File: config.mk
export PLATFORM = sky130hd
export DESIGN_NAME = mem_access_stage_flat
export DESIGN_NICKNAME = d
export VERILOG_FILES = /design/src/rtl/mem_access_stage_if.sv /design/src/rtl/mem_access_stage.sv /design/src/flat_wrapper.sv
export SDC_FILE = /design/constraint.sdc
export NUM_CORES = 1
export LEC_CHECK = 0
export CORE_AREA = 2 2 137 139
export CTS_CLUSTER_DIAMETER = 150
export CTS_CLUSTER_SIZE = 20
export DETAILED_ROUTE_END_ITERATION = 7
export DIE_AREA = 0 0 139 141
export PLACE_DENSITY_LB_ADDON = 0.1
export SLEW_MARGIN = 20
export SYNTH_ARGS = -nofsm -noshare
export SYNTH_HDL_FRONTEND = slang
export SYNTH_SLANG_ARGS = --single-unit
File: constraint.sdc
create_clock -name clk -period 3.7 [get_ports clk]
set_input_delay 0.74 -clock clk [delete_from_list [all_inputs] [get_ports clk]]
set_output_delay 0.74 -clock clk [all_outputs]
set_load 0.005 [all_outputs]
File: src/rtl/mem_access_stage_if.sv
// Data-memory handshake between the MEM stage (master) and the data memory (slave).
interface mem_access_stage_if;
  logic        dmem_req;
  logic        dmem_we;
  logic [31:0] dmem_addr;
  logic [3:0]  dmem_be;
  logic [31:0] dmem_wdata;
  logic        dmem_ack;
  logic [31:0] dmem_rdata;

  modport master (
    output dmem_req, dmem_we, dmem_addr, dmem_be, dmem_wdata,
    input  dmem_ack, dmem_rdata
  );

  modport slave (
    input  dmem_req, dmem_we, dmem_addr, dmem_be, dmem_wdata,
    output dmem_ack, dmem_rdata
  );
endinterface

File: src/rtl/mem_access_stage.sv
// Pipeline MEM stage: branch/jump resolution, variable-latency load/store handshake
// and the MEM/WB register, stalling upstream while an access is outstanding.
module mem_access_stage (
  input  logic                       clk,
  input  logic                       rst,
  input  logic [31:0]                in_alu_result,
  input  logic [31:0]                in_mem_write_data,
  input  logic                       in_mem_write,
  input  logic                       in_mem_reg,
  input  logic                       in_reg_write,
  input  logic [4:0]                 in_write_reg,
  input  logic [2:0]                 in_funct3,
  input  logic                       in_branch,
  input  logic                       in_jal,
  input  logic                       in_jalr,
  input  logic                       in_zero,
  input  logic [31:0]                in_imm,
  input  logic [31:0]                in_PC,
  input  logic [31:0]                in_nextPC,
  mem_access_stage_if.master         dmem,
  output logic                       stall,
  output logic                       pc_src,
  output logic                       flush,
  output logic [31:0]                pc_target,
  output logic [31:0]                out_wb_data,
  output logic                       out_reg_write,
  output logic [4:0]                 out_write_reg,
  output logic                       out_misaligned
);

  typedef enum logic {IDLE, WAIT} state_t;

  state_t      state;
  state_t      state_next;
  logic        req_raw;
  logic        mem_op;
  logic        is_half;
  logic        is_word;
  logic        bad_funct3;
  logic        misaligned;
  logic [1:0]  off;
  logic [3:0]  be;
  logic [31:0] wdata;
  logic [7:0]  load_byte;
  logic [15:0] load_half;
  logic [31:0] load_data;
  logic        cond;
  logic        taken;
  logic [31:0] wb_next;

  assign off        = in_alu_result[1:0];
  assign mem_op     = in_mem_reg | in_mem_write;
  assign is_half    = (in_funct3[1:0] == 2'b01);
  assign is_word    = (in_funct3[1:0] == 2'b10);
  assign bad_funct3 = (in_funct3 == 3'b011) || (in_funct3 == 3'b110) || (in_funct3 == 3'b111);
  assign misaligned = mem_op & ((is_half & off[0]) | (is_word & (off != 2'b00)) | bad_funct3);

  always_ff @(posedge clk or posedge rst) begin
    if (rst) state <= IDLE;
    else     state <= state_next;
  end

  always_comb begin
    state_next = state;
    req_raw    = 1'b0;
    case (state)
      IDLE: begin
        if (mem_op && !misaligned) begin
          req_raw = 1'b1;
          if (!dmem.dmem_ack) state_next = WAIT;
        end
      end
      WAIT: begin
        req_raw = 1'b1;
        if (dmem.dmem_ack) state_next = IDLE;
      end
      default: state_next = IDLE;
    endcase
  end

  // Reset must drop the request immediately, even though EX/MEM still presents the access.
  assign dmem.dmem_req   = req_raw & ~rst;
  assign dmem.dmem_we    = in_mem_write;
  assign dmem.dmem_addr  = {in_alu_result[31:2], 2'b00};
  assign dmem.dmem_be    = be;
  assign dmem.dmem_wdata = wdata;
  assign stall           = dmem.dmem_req & ~dmem.dmem_ack;

  always_comb begin
    be    = 4'b1111;
    wdata = in_mem_write_data;
    case (in_funct3[1:0])
      2'b00: begin
        be    = 4'b0001 << off;
        wdata = {4{in_mem_write_data[7:0]}};
      end
      2'b01: begin
        be    = off[1] ? 4'b1100 : 4'b0011;
        wdata = {2{in_mem_write_data[15:0]}};
      end
      default: ;
    endcase
  end

  always_comb begin
    load_byte = dmem.dmem_rdata[7:0];
    case (off)
      2'b01:   load_byte = dmem.dmem_rdata[15:8];
      2'b10:   load_byte = dmem.dmem_rdata[23:16];
      2'b11:   load_byte = dmem.dmem_rdata[31:24];
      default: load_byte = dmem.dmem_rdata[7:0];
    endcase
    load_half = off[1] ? dmem.dmem_rdata[31:16] : dmem.dmem_rdata[15:0];
    case (in_funct3)
      3'b000:  load_data = {{24{load_byte[7]}}, load_byte};
      3'b001:  load_data = {{16{load_half[15]}}, load_half};
      3'b100:  load_data = {24'd0, load_byte};
      3'b101:  load_data = {16'd0, load_half};
      default: load_data = dmem.dmem_rdata;
    endcase
  end

  // blt/bltu rely on the ALU having produced slt/sltu, so "less than" shows up as !zero.
  always_comb begin
    cond = 1'b0;
    case (in_funct3)
      3'b000, 3'b101, 3'b111: cond = in_zero;
      3'b001, 3'b100, 3'b110: cond = ~in_zero;
      default:                cond = 1'b0;
    endcase
  end

  assign taken     = in_branch & cond;
  assign pc_src    = taken | in_jal | in_jalr;
  assign flush     = pc_src;
  assign pc_target = in_jalr ? (in_alu_result & 32'hFFFF_FFFE) : (in_PC + in_imm);

  assign wb_next = in_mem_reg ? load_data :
                   (in_jal | in_jalr) ? in_nextPC : in_alu_result;

  always_ff @(posedge clk or posedge rst) begin
    if (rst) begin
      out_wb_data    <= 32'd0;
      out_reg_write  <= 1'b0;
      out_write_reg  <= 5'd0;
      out_misaligned <= 1'b0;
    end else if (stall) begin
      out_reg_write  <= 1'b0;
      out_misaligned <= 1'b0;
    end else if (misaligned) begin
      out_reg_write  <= 1'b0;
      out_misaligned <= 1'b1;
    end else begin
      out_wb_data    <= wb_next;
      out_reg_write  <= in_reg_write;
      out_write_reg  <= in_write_reg;
      out_misaligned <= 1'b0;
    end
  end

endmodule

File: src/flat_wrapper.sv
// flat-port wrapper written by rule: the top's interface ports become plain ports
module mem_access_stage_flat 
  (clk, rst, in_alu_result, in_mem_write_data, in_mem_write, in_mem_reg, in_reg_write, in_write_reg, in_funct3, in_branch, in_jal, in_jalr, in_zero, in_imm, in_PC, in_nextPC, stall, pc_src, flush, pc_target, out_wb_data, out_reg_write, out_write_reg, out_misaligned, dmem_dmem_req, dmem_dmem_we, dmem_dmem_addr, dmem_dmem_be, dmem_dmem_wdata, dmem_dmem_ack, dmem_dmem_rdata);
  mem_access_stage_if dmem_i ();
  input  logic clk;
  input  logic rst;
  input  logic [31:0] in_alu_result;
  input  logic [31:0] in_mem_write_data;
  input  logic in_mem_write;
  input  logic in_mem_reg;
  input  logic in_reg_write;
  input  logic [4:0] in_write_reg;
  input  logic [2:0] in_funct3;
  input  logic in_branch;
  input  logic in_jal;
  input  logic in_jalr;
  input  logic in_zero;
  input  logic [31:0] in_imm;
  input  logic [31:0] in_PC;
  input  logic [31:0] in_nextPC;
  output logic stall;
  output logic pc_src;
  output logic flush;
  output logic [31:0] pc_target;
  output logic [31:0] out_wb_data;
  output logic out_reg_write;
  output logic [4:0] out_write_reg;
  output logic out_misaligned;
  output wire logic [$bits(dmem_i.dmem_req)-1:0] dmem_dmem_req;
  output wire logic [$bits(dmem_i.dmem_we)-1:0] dmem_dmem_we;
  output wire logic [$bits(dmem_i.dmem_addr)-1:0] dmem_dmem_addr;
  output wire logic [$bits(dmem_i.dmem_be)-1:0] dmem_dmem_be;
  output wire logic [$bits(dmem_i.dmem_wdata)-1:0] dmem_dmem_wdata;
  input wire logic [$bits(dmem_i.dmem_ack)-1:0] dmem_dmem_ack;
  input wire logic [$bits(dmem_i.dmem_rdata)-1:0] dmem_dmem_rdata;
  assign dmem_dmem_req = dmem_i.dmem_req;
  assign dmem_dmem_we = dmem_i.dmem_we;
  assign dmem_dmem_addr = dmem_i.dmem_addr;
  assign dmem_dmem_be = dmem_i.dmem_be;
  assign dmem_dmem_wdata = dmem_i.dmem_wdata;
  assign dmem_i.dmem_ack = dmem_dmem_ack;
  assign dmem_i.dmem_rdata = dmem_dmem_rdata;
  mem_access_stage u_core (.clk(clk), .rst(rst), .in_alu_result(in_alu_result), .in_mem_write_data(in_mem_write_data), .in_mem_write(in_mem_write), .in_mem_reg(in_mem_reg), .in_reg_write(in_reg_write), .in_write_reg(in_write_reg), .in_funct3(in_funct3), .in_branch(in_branch), .in_jal(in_jal), .in_jalr(in_jalr), .in_zero(in_zero), .in_imm(in_imm), .in_PC(in_PC), .in_nextPC(in_nextPC), .dmem(dmem_i), .stall(stall), .pc_src(pc_src), .flush(flush), .pc_target(pc_target), .out_wb_data(out_wb_data), .out_reg_write(out_reg_write), .out_write_reg(out_write_reg), .out_misaligned(out_misaligned));
endmodule
==> results <==
routing by layer:
layer / vias up / global-route usage
met5: - / 0
met4: 0 / 0.0755
met3: 46 / 0.0472
met2: 296 / 0.511
met1: 3480 / 0.317
li1: 3644 / -
worst max-delay path: cells and delay by family:
family	cells	cell delay, ns
AOI/OAI and AO/OA	4	0.94
adders and majority gates	1	0.22
buffers and inverters	3	0.48
muxes	1	0.32
and+or+nand+nor	1	0.22
path summary, 6_finish.rpt:
kind                                   startpoint                       to  slack [ns]  cells past startpoint
max reg2reg                          u_core.state   u_core.out_wb_data[15]        2.30                      5
max in group asynchronous                     rst   u_core.out_wb_data[13]        2.35                      3
max                                     in_imm[1]            pc_target[31]        0.04                     10
min                        u_core.out_wb_data[10]   u_core.out_wb_data[10]        0.47                      2
min in group asynchronous                     rst  u_core.out_write_reg[2]        0.96                      3
min reg2reg                u_core.out_wb_data[10]   u_core.out_wb_data[10]        0.47                      2
logic make-up after synthesis:
group	share of synthesized area
buffers and inverters	0.102
AOI/OAI and AO/OA	0.302
other	0.000660
xor gates and xnor gates	0.0339
muxes	0.101
adders and majority gates	0.0718
and+or+nand+nor	0.212
DFF	0.176
Yosys cell counts (11+ instances only):
library cell / instances / area, sq um
a21o_1: 14 / 105
buf_4: 46 / 345
clkbuf_1: 37 / 139
o21ai_0: 89 / 445
o2bb2ai_1: 17 / 149
buf_2: 11 / 55.1
ha_1: 31 / 388
nor2b_1: 17 / 106
mux2_2: 39 / 439
nor2_1: 30 / 113
dfrtp_1: 40 / 1000
nand2_1: 148 / 556
a21oi_1: 54 / 270
a211oi_1: 13 / 97.6
xnor2_1: 12 / 105
final cells by class:
class                      instances  area share
timing repair buffer             510       0.427
antenna                            4    0.000931
inverter                          10     0.00349
multi-input combinational        637       0.434
clock inverter                     1    0.000698
sequential                        40      0.0931
clock buffer                       7      0.0133
tap                              234      0.0272
power groups by stage:
stage          clock (mW)  combinational (mW)  sequential (mW)
2_1_floorplan           0               0.596            0.559
3_3_place_gp            0                1.48            0.557
3_5_place_dp            0                1.49            0.559
4_1_cts             0.459                1.57            0.552
5_1_grt             0.479                1.73            0.559
6_report            0.454                1.61            0.551
what timing repair did:
action | 4_1_cts | 5_1_grt
gates cloned | 0 | 0
resized for setup | 188 | 49
hold endpoints to repair | 0 | 0
buffers inserted | 28 | 6
hold buffers | 0 | 0
pin swaps | 48 | 27
setup endpoints to repair | 27 | 18
per-stage QoR:
step                setup slack [ns]   util  std cells  setup TNS, ns  hold slack, ns
detailed placement            -0.722  0.544       1402         -14.68           0.467
global placement              -0.713  0.544       1402         -14.08           0.460
finish                        0.0424  0.589       1443              0           0.474
floorplan                      0.371      -        782              0           0.473
CTS                         -0.00873  0.582       1436       -0.00873           0.477
global route                 -0.0170  0.589       1443        -0.0194           0.499
cell usage in the layout (no fill, tap or decap), types with 11 or more instances in the layout:
master | netlist | layout
dfrtp_1 | 40 | 40
ha_4 | 0 | 21
o2bb2ai_1 | 17 | 17
nand2_1 | 148 | 147
a21oi_1 | 54 | 43
o21ai_0 | 89 | 76
a21o_1 | 14 | 13
buf_2 | 11 | 12
mux2_2 | 39 | 38
nor2_1 | 30 | 26
buf_6 | 0 | 11
clkdlybuf4s50_1 | 0 | 282
o21ai_1 | 2 | 12
buf_4 | 46 | 150
nor2b_1 | 17 | 17
dlygate4sd2_1 | 0 | 38
==> impl_metrics.csv <==
group,metric,value,unit
timing,drv_slew,0,
synthesis,seq_area_frac_synth,0.176,
global_routing,grt.overflow.total,0,
detailed_routing,routed_wire_length_per_instance,19.7,um
synthesis,post_synth.cell_area_avg,7.27,sq um
worst_setup_path,slowest_delay,0.35,ns
detailed_routing,top_layer_used,"met4",
global_routing,via_count_of_the_first_global_routing_pass,7315,
worst_setup_path,timing.critical_path.cells,"clkdlybuf4s15_2, ha_4, a211o_1, a211oi_4, or4b_4, o211ai_4, buf_6, a31oi_4, mux2_4, buf_6",
timing,slew_headroom,0.605,
timing,timing.final.hold_violations,0,
detailed_routing,final_antenna_net_count,0,
timing,timing.final.setup_violations,0,
worst_setup_path,critPathSlowestCell,"a211oi_4",
cells_and_area,num-fill-cells,1722,
detailed_routing,wl_met1,11100,um
timing,finalWorstPathRequiredPeriod,3.66,ns
global_routing,initial_antenna_violation_count,4,
timing,fmaxAchievable,0.273,GHz
pwr,power_leakage,4.54,nW
clock_network,cts-htree-levels,2,
pwr,pwr_density_cell,243,mW/mm^2
pwr,totalPowerFinal,2.61,mW
pwr,clockPowerShare,0.174,
detailed_routing,viasPerCell,5.17,
floorplan,fp.dieH,141,um
clock_network,clk_transition_reported_paths,0.06,ns
cells_and_area,largest_register_ffs,32,
worst_setup_path,path_common_cell,"buf_6",
placed_design,dpl.hpwl,22700,um
placed_design,place_congestion,0.878,
synthesis,synth.cell_area,0.00568,sq mm
cells_and_area,regArea,0.00100,sq mm
worst_setup_path,worst_ep_required_time,2.96,ns
clock_network,clock_sink_count,40,
timing,final.period_utilization,0.989,
floorplan,io_pins,354,
floorplan,initial_utilization,0.311,
detailed_routing,postRouteWirelength,28500,um
cells_and_area,final_net_count,1446,
worst_setup_path,critPathKind,"primary input to output pin",
synthesis,most_used_dff_post_synth,"dfrtp_1",
pwr,net_switching_power,914,uW
global_routing,grtUsageTotal,0.272,
job,max_cap_violations,0,
floorplan,std_cell_rows,50,
pwr,sequential_share_of_power,0.211,
min_path,hold_path.class,"flop to flop",
placed_design,place.port_buffers,351,
global_routing,maximum_number_of_pins_on_one_net_before_global_route_repair,43,
floorplan,core,0.0183,sq mm
clock_network,cts_root_buf,"clkbuf_16",
pwr,internal-power,1.70,mW
detailed_routing,route.met2.wl,14800,um
detailed_routing,met3RoutedLength,1720,um
worst_setup_path,crit_arrival,2.92,ns
pwr,sw_frac_of_total,0.350,
synthesis,synth_edf_count,0,
clock_network,worstSkewPairLatency,0.28,ns
detailed_routing,num_vias,7466,
timing,worst-slew-pin-transition,0.591,ns
pwr,p_comb_frac,0.616,
placed_design,dpl-instance-area,0.00993,sq mm
worst_setup_path,worstSetupStartpointType,"primary input",
synthesis,synth.ff_latch_count,40,
outcome,result_of_the_run,"completed",
floorplan,die_w,139,um
synthesis,synth_warnings,0,
synthesis,ys_async_sr_fraction,1.00,
detailed_routing,drc,0,
clock_network,cts_buffers,5,
pwr,vdd_drop_max,0.000181,V
clock_network,cts.path.max_buffers,2,
detailed_routing,drtPass1Iterations,5,
timing,grt_setup_unrepaired,"true",
synthesis,synth.lib_cells_used.distinct,61,
cells_and_area,flow.area_growth_from_synthesis,89.4,%
worst_setup_path,critical_path.max_fanout,3,
cells_and_area,drive_gt1_frac,0.256,
clock_network,cts_tree,"built",
floorplan,fp.dieArea,0.0196,sq mm
worst_setup_path,critPathCaptureType,"output pin",
timing,fin_skew,0.00560,ns
global_routing,grt_pass1_wl,41800,um
detailed_routing,drt-initial-drc-count,517,
cells_and_area,postLayoutCellArea,0.0108,sq mm
synthesis,synthesis.instances,781,
cells_and_area,multi_input_area,0.00467,sq mm
Power figures use the tool's default switching activity.
